**src/rtl/rm_alert_collector.sv**
```systemverilog
// Turns rising rule bits from the monitor lanes into {lane, rules, pc} alert records behind a valid/ready FIFO.
// Latency: alert valid two edges after the rise. A full FIFO holds records in the per-lane pending slots, and new rises there are merged and counted.

module rm_alert_fifo #(
   parameter int W     = 8,
   parameter int DEPTH = 4
) (
   input  logic         clk_i,
   input  logic         rst_ni,
   input  logic         push,
   input  logic         pop,
   input  logic [W-1:0] wdata,
   output logic [W-1:0] rdata,
   output logic         empty,
   output logic         full
);
   localparam int AW = $clog2(DEPTH);

   logic [W-1:0]  mem [DEPTH];
   logic [AW-1:0] wr_ptr;
   logic [AW-1:0] rd_ptr;
   logic [AW:0]   cnt;

   assign rdata = mem[rd_ptr];
   assign empty = (cnt == '0);
   assign full  = (cnt == (AW+1)'(DEPTH));

   // Storage is reset too, so the head reads as zero after reset.
   always_ff @(posedge clk_i or negedge rst_ni) begin
      if (!rst_ni) begin
         for (int i = 0; i < DEPTH; i++) mem[i] <= '0;
         wr_ptr <= '0;
         rd_ptr <= '0;
         cnt    <= '0;
      end else begin
         if (push) begin
            mem[wr_ptr] <= wdata;
            wr_ptr      <= wr_ptr + 1'b1;
         end
         if (pop) rd_ptr <= rd_ptr + 1'b1;
         case ({push, pop})
            2'b10:   cnt <= cnt + 1'b1;
            2'b01:   cnt <= cnt - 1'b1;
            default: cnt <= cnt;
         endcase
      end
   end
endmodule

module rm_alert_collector #(
   parameter int NUM_LANES  = 6,
   parameter int NUM_RULES  = 5,
   parameter int FIFO_DEPTH = 4,
   parameter int VLEN       = 32,
   parameter int LANE_W     = $clog2(NUM_LANES)
) (
   input  logic                                 clk_i,
   input  logic                                 rst_ni,
   input  logic [NUM_LANES-1:0][NUM_RULES-1:0]  monitor_i,
   input  logic [NUM_LANES-1:0]                 lane_reset_i,
   input  logic [NUM_LANES-1:0][VLEN-1:0]       lane_pc_i,
   input  logic                                 clear_i,
   output logic                                 alert_valid_o,
   input  logic                                 alert_ready_i,
   output logic [LANE_W-1:0]                    alert_lane_o,
   output logic [NUM_RULES-1:0]                 alert_rules_o,
   output logic [VLEN-1:0]                      alert_pc_o,
   output logic [NUM_LANES-1:0]                 pending_o,
   output logic                                 overflow_o,
   output logic [7:0]                           drop_cnt_o
);
   localparam int REC_W  = LANE_W + NUM_RULES + VLEN;
   localparam int MCNT_W = $clog2(NUM_LANES + 1);

   logic [NUM_LANES-1:0][NUM_RULES-1:0] prev, rise, pend_rules;
   logic [NUM_LANES-1:0][VLEN-1:0]      pend_pc;
   logic [NUM_LANES-1:0]                merge;
   logic [LANE_W-1:0]                   rr_ptr, gnt_idx;
   logic                                gnt_found, grant, pop, fifo_full, fifo_empty;
   logic [MCNT_W-1:0]                   merge_cnt;
   logic [8:0]                          drop_sum;
   logic [REC_W-1:0]                    push_rec, head_rec;

   always_comb begin
      for (int l = 0; l < NUM_LANES; l++) begin
         rise[l]      = lane_reset_i[l] ? '0 : (monitor_i[l] & ~prev[l]);
         pending_o[l] = |pend_rules[l];
      end
   end

   // Round-robin search starting at rr_ptr, wrapping past the last lane.
   always_comb begin
      int idx;
      idx       = 0;
      gnt_found = 1'b0;
      gnt_idx   = '0;
      for (int i = 0; i < NUM_LANES; i++) begin
         idx = int'(rr_ptr) + i;
         if (idx >= NUM_LANES) idx = idx - NUM_LANES;
         if (!gnt_found && pending_o[idx]) begin
            gnt_found = 1'b1;
            gnt_idx   = LANE_W'(idx);
         end
      end
   end

   assign pop           = ~fifo_empty & alert_ready_i;
   assign grant         = gnt_found & (~fifo_full | alert_ready_i);
   assign alert_valid_o = ~fifo_empty;
   assign push_rec      = {gnt_idx, pend_rules[gnt_idx], pend_pc[gnt_idx]};
   assign {alert_lane_o, alert_rules_o, alert_pc_o} = head_rec;

   always_comb begin
      merge_cnt = '0;
      for (int l = 0; l < NUM_LANES; l++) begin
         merge[l]  = (|rise[l]) & pending_o[l] & ~(grant && (gnt_idx == LANE_W'(l)));
         merge_cnt = merge_cnt + MCNT_W'(merge[l]);
      end
   end

   assign drop_sum = {1'b0, drop_cnt_o} + 9'(merge_cnt);

   always_ff @(posedge clk_i or negedge rst_ni) begin
      if (!rst_ni) begin
         prev       <= '0;
         pend_rules <= '0;
         pend_pc    <= '0;
         rr_ptr     <= '0;
         overflow_o <= 1'b0;
         drop_cnt_o <= '0;
      end else begin
         for (int l = 0; l < NUM_LANES; l++) begin
            prev[l] <= lane_reset_i[l] ? '0 : monitor_i[l];
            // A granted lane hands its old contents to the FIFO and reloads from this cycle's rise.
            if (grant && (gnt_idx == LANE_W'(l))) begin
               pend_rules[l] <= rise[l];
               pend_pc[l]    <= lane_pc_i[l];
            end else if (|rise[l]) begin
               if (pending_o[l]) begin
                  pend_rules[l] <= pend_rules[l] | rise[l];
               end else begin
                  pend_rules[l] <= rise[l];
                  pend_pc[l]    <= lane_pc_i[l];
               end
            end
         end
         if (grant) rr_ptr <= (gnt_idx == LANE_W'(NUM_LANES-1)) ? '0 : gnt_idx + 1'b1;
         if (clear_i) begin
            overflow_o <= |merge;
            drop_cnt_o <= 8'(merge_cnt);
         end else begin
            if (|merge) overflow_o <= 1'b1;
            drop_cnt_o <= drop_sum[8] ? 8'hFF : drop_sum[7:0];
         end
      end
   end

   rm_alert_fifo #(.W(REC_W), .DEPTH(FIFO_DEPTH)) u_fifo (
      .clk_i (clk_i),
      .rst_ni(rst_ni),
      .push  (grant),
      .pop   (pop),
      .wdata (push_rec),
      .rdata (head_rec),
      .empty (fifo_empty),
      .full  (fifo_full)
   );
endmodule

```
**config.mk**
```make
export PLATFORM = sky130hd
export DESIGN_NAME = rm_alert_collector
export DESIGN_NICKNAME = d
export VERILOG_FILES = /design/src/rtl/rm_alert_collector.sv
export SDC_FILE = /design/constraint.sdc
export NUM_CORES = 1
export LEC_CHECK = 0
export ABC_AREA = 1
export CAP_MARGIN = 5
export CORE_ASPECT_RATIO = 0.5
export CORE_MARGIN = 2
export CORE_UTILIZATION = 30
export DETAILED_ROUTE_END_ITERATION = 16
export MAX_ROUTING_LAYER = met4
export SLEW_MARGIN = 10
export SYNTH_ARGS = -nofsm -noshare
export SYNTH_HDL_FRONTEND = slang
export SYNTH_HIERARCHICAL = 1
export SYNTH_SLANG_ARGS = --single-unit
export TNS_END_PERCENT = 20
```
**constraint.sdc**
```tcl
create_clock -name clk_i -period 12.5 [get_ports clk_i]
set_input_delay 1.25 -clock clk_i [delete_from_list [all_inputs] [get_ports clk_i]]
set_output_delay 1.25 -clock clk_i [all_outputs]
set_load 0.005 [all_outputs]
```
# == Word level (Yosys, flattened, before mapping) ==
# Cells that the tools add are included.
# Widths: inputs -> output; s select.
# totals
reg_bits,431
wordCells,269
# classes
n_addsub,22
n_lt_le_gt_ge,16
n_eq_ne,14
muxes,100
bitwise,43
reduce_logical,46
# ops
op,n
$mux 32,25
$lt 32x5->1 const B,6
$bwmux 160,1
$mux 5,31
$mux 40,3
$bmux 32 s3,1
$bmux 40 s2,1
$demux 40 s2,1
$reduce_or 5->1,12
$and 5x5->5,6
$not 5->5,6
$or 5x5->5,6
$sub 4x3->5 const B,5
$mux 3,7
$ge 4x3->1 const B,5
$mux 1,20
$bmux 1 s3,6
$mux 8,2
$reduce_bool 2->1,8
$bmux 5 s3,1
$and 1x1->1,14
$logic_and 1x1->1,12
$ne 2x1->1 const B,6
$reduce_and 2->1,6
other kinds (26),50

# == Depth between registers and ports, before layout ==
# Gate-level depths: netlist of run 1.
# depth
word_depth,33
mapped_depth,44
depth_no_buf,41

# == Modules after synthesis ==
# The synthesis of run 1 kept the hierarchy.
# modules_own_cells
module,instances,cells_per_inst,area_per_inst_um2
rm_alert_collector,1,1906,14411.3
rm_alert_fifo,1,904,8090.3

# == Least setup slack after synthesis of run 1 ==
# OpenSTA, ideal clock, no wires.
# synth_path
path_kind,register to register
from,reg rr_ptr[0]
to,reg drop_cnt_o[3]
t_arrival_ps,6177
slack_ps,6259
stages_incl_launch_ff,41
n_path_buf,3
period_less_slack_ps,6241
path_cell_list,dfrtp_1 > inv_1 > buf_2 > ha_1 > inv_1 > ha_1 > nor2_1 > nand2_1 > inv_1 > nand3_1 > nand2_1 > nand2_1 > nand2_1 > nand3_1 > inv_2 > nor2_8 > nand2_2 > nand2_1 > [5 not listed] > inv_1 > ha_1 > nand2_4 > nand2_1 > fa_1 > inv_1 > fa_1 > ha_1 > fa_1 > inv_1 > fa_1 > nor2_1 > o21ai_0 > nor3_1 > nand3_1 > o21ai_0 > o21ai_0 > inv_1
# synth_between
elab_chain_cells,33
# synth_lines
item,line,source
"start, declared",78,"logic [LANE_W-1:0] rr_ptr, gnt_idx;"
"start signal, assigned",147,if (grant) rr_ptr <= (gnt_idx == LANE_W'(NUM_LANES-1)) ? '0 : gnt_idx + 1'b1;
branches (longest 20 deep; another with $sub 4x3->5),-,
$mux 3 (*),100,if (!gnt_found && pending_o[idx]) begin
net gnt_idx[0],78,
$eq 3x1->1 / $logic_not 3->1 (equally long branches),116,merge[l] = (|rise[l]) & pending_o[l] & ~(grant && (gnt_idx == LANE_W'(l)));
$logic_and 1x1->1,116,
$not 1->1,116,
$and 1x1->1,116,
$add 1x1->2,117,merge_cnt = merge_cnt + MCNT_W'(merge[l]);
$add 2x1->3,117,
$add 3x1->3 (2 in series),117,
$add 3x1->3 (*),117,
$add 8x3->9 (*),121,"assign drop_sum = {1'b0, drop_cnt_o} + 9'(merge_cnt);"
$mux 8 (*),153,drop_cnt_o <= drop_sum[8] ? 8'hFF : drop_sum[7:0];
$mux 8 (*),148,if (clear_i) begin
"end signal, assigned",150,drop_cnt_o <= 8'(merge_cnt);
"end signal, assigned",153,
"end, declared",70,output logic [7:0] drop_cnt_o
# Mark *: on every way through the listed nets, which the timed path passes. The select of a mux whose other input is x is not followed.
# A chain may end at the register's enable or synchronous reset.

# == Worst setup path in the final report of run 1 ==
# layout_path
from,reg rr_ptr[0]
to,reg drop_cnt_o[3]
# layout_between
elab_chain_cells,33
# layout_lines
item,line
branches (longest 29 deep; another with $sub 4x3->5),-
$add 3x1->3 (*),117
$add 8x3->9 (*),121
$mux 8 (*),153
$mux 8 (*),148
# Every way passes the cells marked *. The select of a mux whose other input is x is not followed.

==> out/metrics.cfg, run 1 <==
[die]
core_area_sq_um=73700
ios=288
initial_core_util_pct=30.5
die_h_microns=198
fp.dieArea_sq_um=77300
fp.dieW_microns=391
rows=70

[synth]
synth_cells=2810
synth_compound_area_share_pct=16.5
synth.avg_cell_area_sq_um=8.01
yosys.area_share.simple_pct=22.7
synth_top_family_by_area=simple AND/OR/NAND/NOR gates
synth-edff-count=0
synth_area_sq_um=22500
seq_area_frac_synth_pct=47.9
synth_area_leaders=dfrtp_1 48%, nand2_1 18%, inv_1 5.8%
synthMuxAreaShare_pct=0
yosys_warnings=6
yosysUniqueCellTypes=46
synth_ff_type=dfrtp_1
syn-num-nets=3067
netlist.area_leader.share_pct=47.9
synth_xor_xnor_area_share_pct=0.234
synthArstFlopShare_pct=100
synth_top_cell_by_area=dfrtp_1
synthAdderAreaFrac_pct=1.56
ys_ff_latch=431

[worst_setup_path]
crit_type=reg2reg
endpoint_kind=flip-flop
cp-start-kind=flip-flop
critPathMaxStageDelay_ps=710
crit_path_start=rr_ptr[0]
required_ps=13000
r2r-end=drop_cnt_o[3]
cp_slowest_cell=nand2_2
r2r-start=rr_ptr[0]
arrival_ps=8820
reg2reg_setup_slack_ps=4190
critPathMaxFanout=42
ff2ff_path_depth=34
cp-endpoint=drop_cnt_o[3]

[final_layout]
nets=3262
syn_to_final_growth_pct=21.2
layout_commonest_cell=nand2_1
mostFrequentLayoutCells=1055 x nand2_1, 430 x dfrtp_1, 349 x inv_1
drive_gt1_share_pct=6.98
fillers=7696

[clock_tree]
cts_resized=0
htree_levels=2
cts-hold-fix-buffers=0
clock_tree.buffer_depth=3
ctsRootBufferMaster=clkbuf_16
cts_buffers=45
cts_sinks=431
cts_setup_buffers=0
cts_tree=built
cts.clk_slew.worst_paths_ps=60
clock_latency_ps=580

[timing]
rsz0062_at_grt=false
setup-violations-final=0
fmax_mhz=120
period_share_pct=66.5
hold_viol=0
fin_crit_ps=8310
max_slew_margin_pct=28.5
final.setup_skew_ps=23.5
worstMarginPinSlew_ps=1070
hold_slack_ps=481
drv_slew=0
finalSetupTns_ps=0

[route]
drc_errors=0
firstDrtPassIters=7
antenna_left=0
wl_met1_mm=29.9
top_layer=met4
viasPerCell=4.72
drt_iter0_markers=1548
via_count=19114
drt_wl_total_mm=68.4
wl_per_cell_microns=16.9
dr_wl_met2_mm=32.6
routed-wl-met3_mm=3.57

[status]
status=complete, no violations

[global_routing]
grt_overflow=0
grt_max_degree=154
grt_pass1_wl_mm=107
antenna_found_initial=5
grt.total_usage_pct=18.1
first_global_vias=18618

[worst_hold_path]
hp-class=reg2reg
hold_depth=2

[place]
gp_congestion=0.913
hpwl_mm=46.9
io_buffers=287

[flow_run]
drv_cap=0

-- routing by layer --
layer	GRT usage (%)	up-vias
met5	-	-
li1	-	9348
met3	2.89	105
met4	6.39	0
met2	29.1	474
met1	23.0	9187
-- synthesized netlist by cell type (2+ instances only) --
master	number
nor2_1	57
a31oi_1	8
buf_1	5
buf_6	48
nor2_4	2
nand2_1	1055
a21o_1	2
o21bai_1	4
nor3_1	17
o21ai_1	178
fa_1	5
nand3_2	8
a21oi_1	9
nand2_2	8
o21ai_2	2
o21ai_0	181
nand2_4	3
clkbuf_1	29
ha_1	20
buf_4	28
dfrtp_1	431
xor2_1	5
o21ai_4	4
nor2_2	7
inv_2	4
o211ai_1	115
o211ai_2	62
nand4_1	21
inv_1	349
buf_2	53
nand2_8	3
nand3_1	72
nand3b_1	2
-- how the worst min path moves through the flow --
stage	to	slack, ps	startpoint
after detailed placement	u_fifo/mem[10]	470	u_fifo/mem[10]
after global routing	u_fifo/mem[113]	500	u_fifo/mem[113]
final	u_fifo/mem[28]	480	u_fifo/mem[28]
after global placement	u_fifo/mem[88]	470	u_fifo/mem[88]
after floorplan	u_fifo/mem[0]	450	u_fifo/mem[0]
after CTS	u_fifo/mem[10]	490	u_fifo/mem[10]
-- sequential cells by signal (all words and copies together) (netlist names) --
signal	flops
pend_pc	192
u_fifo/mem	160
pend_rules	30
prev	30
drop_cnt_o	8
rr_ptr	3
u_fifo/cnt	3
u_fifo/rd_ptr	2
u_fifo/wr_ptr	2
overflow_o	1
-- logic make-up after synthesis --
kind of cell,after synthesis
flip-flops,431
AND/OR/NAND/NOR,1259
buffers and inverters,518
XOR/XNOR,6
adder cells (fa/ha/maj),25
AO/OA/AOI/OAI,571
-- worst max-delay path, delay by kind of cell, from the launching register on --
kind	cells	cell delay (ps)
AO/OA/AOI/OAI	3	370
adder cells (fa/ha/maj)	7	3010
buffers and inverters	7	950
AND/OR/NAND/NOR	17	3220
flip-flops	1	700
-- per-stage QoR --
| stage | utilization [%] | cell area [sq um] | setup WS [ps] | cells |
|---|---|---|---|---|
| after floorplan | - | 22500 | 6260 | 2810 |
| after global placement | 34.9 | 25700 | 4230 | 3966 |
| after detailed placement | 34.9 | 25700 | 4060 | 3966 |
| after CTS | 37.0 | 27300 | 4090 | 4046 |
| after global routing | 37.0 | 27300 | 3420 | 4051 |
| final | 37.0 | 27300 | 4190 | 4051 |
-- cell type report --
cell class | instances | area (sq um) | area share [%]
Sequential cell | 431 | 10800 | 39.6
Multi-Input combinational cell | 1861 | 9270 | 34.0
Timing Repair Buffer | 312 | 3080 | 11.3
Inverter | 354 | 1330 | 4.88
Clock buffer | 62 | 1290 | 4.73
Tap cell | 1008 | 1260 | 4.62
Clock inverter | 18 | 248 | 0.908
Antenna cell | 5 | 12.5 | 0.0459
Power of run 1 is not shown: default switching activity piles up to over one toggle a cycle in this logic, so the estimate is an artifact.
==> run 2, diff against run 1 <==
==> constraint.sdc (replaced) <==
create_clock -name clk_i -period 8.6 [get_ports clk_i]
set_input_delay 0.86 -clock clk_i [delete_from_list [all_inputs] [get_ports clk_i]]
set_output_delay 0.86 -clock clk_i [all_outputs]
set_load 0.005 [all_outputs]
==> run 2 against run 1 <==
Against the previous run: global-route usage is 0.24 points lower; die area stayed put; register-to-register slack worse by 2800 ps; utilization hardly changed; clock skew is 1.7 ps higher; count of clock-buffer cells in the layout stayed put; first-iteration DRC count is 6.1% lower; critical path type unchanged.
==> out/metrics.cfg, run 2 (synthesis results as in run 1) <==
[final_layout]
largest-register=pend_pc
fillers=7689  ; -0.091%
top_regs=pend_pc x192, u_fifo/mem x160
drive_gt1_share_pct=6.91  ; -0.064 points
layout_commonest_cell=nand2_1
mostFrequentLayoutCells=1055 x nand2_1, 430 x dfrtp_1, 349 x inv_1
nets=3264  ; +0.061%
largest_register_ffs=192  ; unchanged
syn_to_final_growth_pct=21.2  ; about the same

[die]
die_h_microns=198  ; unchanged
ios=288  ; unchanged
initial_core_util_pct=30.5  ; unchanged
fp.dieW_microns=391  ; unchanged
core_area_sq_um=73700  ; unchanged
rows=70  ; unchanged
fp.dieArea_sq_um=77300  ; unchanged

[clock_tree]
cts_tree=built
cts.clk_slew.worst_paths_ps=60  ; about the same
ctsRootBufferMaster=clkbuf_16
cts-hold-fix-buffers=0  ; unchanged
htree_levels=2  ; unchanged
cts_resized=0  ; unchanged
cts_buffers=44  ; -2.2%
clock_latency_ps=570  ; about the same
cts_sinks=431  ; unchanged
cts_setup_buffers=0  ; unchanged
clock_tree.buffer_depth=3  ; unchanged

[worst_setup_path]
crit_type=reg2reg
critPathMaxFanout=42  ; unchanged
ff2ff_path_depth=34  ; unchanged
crit_path_frequent_cell=inv_1
cp_slowest_cell=fa_1
required_ps=9110  ; -3890 ps
cp-start-kind=flip-flop
endpoint_kind=flip-flop
reg2reg_setup_slack_ps=1380  ; -2810 ps
critPathMaxStageDelay_ps=530  ; -180 ps
r2r-end=drop_cnt_o[3]
arrival_ps=7730  ; -1090 ps
r2r-start=rr_ptr[0]

[timing]
final.setup_skew_ps=25.1  ; +1.67 ps
setup-violations-final=0  ; unchanged
fmax_mhz=138  ; +15%
drv_slew=0  ; unchanged
worstMarginPinSlew_ps=1060  ; -13.4 ps
max_slew_margin_pct=29.4  ; +0.89 points
hold_viol=0  ; unchanged
rsz0062_at_grt=false
period_share_pct=84.0  ; +18 points
fin_crit_ps=7220  ; -1090 ps
finalSetupTns_ps=0  ; unchanged

[route]
drt_iter0_markers=1454  ; -6.1%
antenna_left=0  ; unchanged
viasPerCell=4.67  ; -1.1%
via_count=18896  ; -1.1%
drt_wl_total_mm=67.8  ; -0.82%
drc_errors=0  ; unchanged
firstDrtPassIters=5  ; -2
wl_per_cell_microns=16.8  ; -0.75%

[global_routing]
grt.total_usage_pct=17.8  ; -0.24 points
antenna_found_initial=3  ; -2
grt_max_degree=161  ; +4.5%
grt_pass1_wl_mm=106  ; -1.1%
first_global_vias=18594  ; -0.13%
grt_overflow=0  ; unchanged

[worst_hold_path]
hp-class=in2async

[place]
gp_congestion=0.836  ; -8.5%
io_buffers=287  ; unchanged
hpwl_mm=46.3  ; -1.3%

[flow_run]
drv_cap=0  ; unchanged

[status]
status=complete, no violations

-- run 2: changes by cell type in the layout (fill, tap and decap cells not counted), sizes merged --
cell      delta
buf          +3
bufinv       -1
clkinv       -2
clkinvlp     +1
diode        -2
inv          -2
-- run 2: how the worst max path moves through the flow --
stage / startpoint / endpoint / slack, ps / cells after the start
2_1_floorplan: rr_ptr[0] / drop_cnt_o[3] / 2360 / 40
3_3_place_gp: rr_ptr[0] / drop_cnt_o[3] / 1520 / 36
3_5_place_dp: rr_ptr[0] / drop_cnt_o[3] / 1410 / 34
4_1_cts: rr_ptr[0] / drop_cnt_o[3] / 1380 / 34
5_1_grt: rr_ptr[0] / drop_cnt_o[3] / 810 / 35
6_report: rr_ptr[0] / drop_cnt_o[3] / 1380 / 34
-- run 2: critical path: cells and delay by family (launching register included) --
kind            cells  cell delay (ps)
fa+ha+maj           8             2970
simple gates       15             2370
compound gates      3              350
flops               1              380
buf+inv             8             1090
-- run 2: through the flow --
| stage | util (%) | hold WS, ps | instances | setup WS [ps] | area [sq um] |
|---|---|---|---|---|---|
| finish | 37.0 | 293 | 4048 | 1380 | 27300 |
| global route | 37.0 | 319 | 4048 | 806 | 27300 |
| CTS | 37.0 | 313 | 4044 | 1380 | 27200 |
| detailed placement | 34.9 | 472 | 3968 | 1410 | 25700 |
| global placement | 34.9 | 466 | 3968 | 1520 | 25700 |
| floorplan | - | 453 | 2810 | 2360 | 22500 |
-- run 2: metal layers --
| metal | wire (microns) | global-route usage (%) | up-vias |
|---|---|---|---|
| li1 | - | - | 9319 |
| met5 | 0 | - | - |
| met1 | 30200 | 23.1 | 9099 |
| met2 | 32900 | 29.2 | 377 |
| met3 | 2810 | 1.95 | 101 |
| met4 | 1980 | 5.75 | 0 |
-- run 2: final cells by class --
type | count | area [sq um] | share of cell area (%)
sequential | 431 | 10800 | 39.6
clock buffer | 62 | 1280 | 4.69
inverter | 354 | 1330 | 4.88
clock inverter | 14 | 211 | 0.775
multi-input combinational | 1861 | 9270 | 34.0
antenna | 3 | 7.51 | 0.0275
tap | 1008 | 1260 | 4.63
timing repair buffer | 315 | 3120 | 11.4
Power of run 2 is left out for the same reason.
==> run 3, diff against run 2 <==
==> constraint.sdc (replaced) <==
create_clock -name clk_i -period 6.28 [get_ports clk_i]
set_input_delay 0.628 -clock clk_i [delete_from_list [all_inputs] [get_ports clk_i]]
set_output_delay 0.628 -clock clk_i [all_outputs]
set_load 0.005 [all_outputs]
==> run 3 against run 2 <==
Against the previous run: worst hold slack lost 230 ps; largest cell class unchanged; non-clock buffer count is 14 higher; critical path depth is 1 higher; via count grew 1.1%; register-to-register slack got worse by 950 ps; highest routed layer unchanged; flip-flop and latch count stayed put.
==> out/metrics.cfg, run 3 (synthesis results as in run 1) <==
[timing]
drv_slew=0  ; unchanged
final.setup_skew_ps=30.2  ; +5.11 ps
rsz0062_at_grt=false
max_slew_margin_pct=28.2  ; -1.3 points
fin_crit_ps=5860  ; -1370 ps
fmax_mhz=171  ; +23%
period_share_pct=93.3  ; +9.3 points
worstMarginPinSlew_ps=1080  ; +19.0 ps
hold_viol=0  ; unchanged
setup-violations-final=0  ; unchanged
finalSetupTns_ps=0  ; unchanged

[worst_setup_path]
crit_path_frequent_cell=nand2_1
endpoint_kind=flip-flop
arrival_ps=6370  ; -1360 ps
crit_family=adder cells
required_ps=6790  ; -2320 ps
path_buf_inv=6  ; -2
crit_type=reg2reg
ff2ff_path_depth=35  ; +2.9%
critPathMaxFanout=14  ; -67%
cp-start-kind=flip-flop
cp_slowest_cell=fa_1
path_depth=35  ; +2.9%
critPathMaxStageDelay_ps=590  ; +60 ps

[clock_tree]
clock_tree.buffer_depth=3  ; unchanged
cts.clk_slew.worst_paths_ps=60  ; about the same
cts_buffers=44  ; unchanged
htree_levels=2  ; unchanged
cts_tree=built
ctsRootBufferMaster=clkbuf_16
cts_sinks=431  ; unchanged
clock_latency_ps=580  ; about the same

[global_routing]
grtUsageMet2_pct=29.2  ; about the same
grt_overflow=0  ; unchanged
grt_max_degree=158  ; -1.9%
grt_pass1_wl_mm=105  ; -0.25%
grtUsageMet1_pct=23.0  ; -0.12 points
first_global_vias=18475  ; -0.64%
grt.total_usage_pct=17.7  ; -0.091 points
met3_usage_pct=2.01  ; +0.050 points
busiest_layer=met2
antenna_found_initial=7  ; +4

[final_layout]
largest-register=pend_pc
mostFrequentLayoutCells=1050 x nand2_1, 429 x dfrtp_1, 345 x inv_1
largest_register_ffs=192  ; unchanged
layout_commonest_cell=nand2_1
drive_gt1_share_pct=8.08  ; +1.2 points
nets=3278  ; +0.43%
syn_to_final_growth_pct=21.7
fillers=7627  ; -0.81%
top_regs=pend_pc x192, u_fifo/mem x160

[route]
antenna_left=0  ; unchanged
drc_errors=0  ; unchanged
firstDrtPassIters=7  ; +2
wl_per_cell_microns=16.7  ; -0.60%
drt_wl_total_mm=67.8  ; about the same
viasPerCell=4.69  ; +0.54%
drt_iter0_markers=1552  ; +6.7%
via_count=19110  ; +1.1%

[die]
core_area_sq_um=73700  ; unchanged
fp.dieArea_sq_um=77300  ; unchanged
fp.dieW_microns=391  ; unchanged
ios=288  ; unchanged
initial_core_util_pct=30.5  ; unchanged
die_h_microns=198  ; unchanged
rows=70  ; unchanged

[flow_run]
drv_cap=0  ; unchanged

[place]
io_buffers=287  ; unchanged
gp_congestion=0.871  ; +4.2%
hpwl_mm=46.3  ; about the same

[status]
status=complete, no violations

[worst_hold_path]
hp-class=in2async

[run 3: cell type report]
class | instances | area (sq um) | share of cell area, %
flip-flops and latches | 431 | 10800 | 39.4
multi-input cells | 1861 | 9350 | 34.1
repair buffers | 329 | 3220 | 11.8
inverters | 354 | 1330 | 4.86
clock buffers | 70 | 1320 | 4.82
well taps | 1008 | 1260 | 4.61
clock inverters | 12 | 93.8 | 0.343
diodes | 7 | 17.5 | 0.0640
[run 3: through the flow]
stage	area, sq um	worst slack, ps	cells	hold slack [ps]	utilization [%]
2_1_floorplan	22500	39.2	2810	332	-
3_3_place_gp	25900	135	3981	465	35.1
3_5_place_dp	25900	64.1	3981	473	35.1
4_1_cts	27300	32.4	4063	75.3	37.0
5_1_grt	27400	0.731	4072	105	37.2
6_report	27400	422	4072	63.8	37.2
[run 3: layer usage]
| metal | share of wire (%) | wire [microns] | vias up |
|---|---|---|---|
| met1 | 44 | 30200 | 9254 |
| met5 | 0 | 0 | - |
| met3 | 3.9 | 2680 | 85 |
| met4 | 2.4 | 1640 | 0 |
| li1 | - | - | 9375 |
| met2 | 49 | 33400 | 396 |
[run 3: path summary, 6_finish.rpt]
path                                         end  slack [ps]           from
worst min-delay path                  pend_pc[1]          60         rst_ni
worst max register to register     drop_cnt_o[3]         420      rr_ptr[0]
worst min register to register     u_fifo/mem[3]         480  u_fifo/mem[3]
max in group asynchronous       u_fifo/rd_ptr[0]        4840         rst_ni
worst max-delay path               drop_cnt_o[3]         420      rr_ptr[0]
min in group clk_i                 u_fifo/mem[3]         480  u_fifo/mem[3]
[run 3: repair_timing]
action                                  in CTS  in global routing
pin swaps                                    0                 12
gates resized for setup                      1                 27
endpoints found under the hold margin        0                  0
hold buffers                                 0                  0
gates cloned                                 0                  0
endpoints found under the setup margin       1                  8
buffers inserted                             0                  2
Power of run 3 is left out for the same reason.
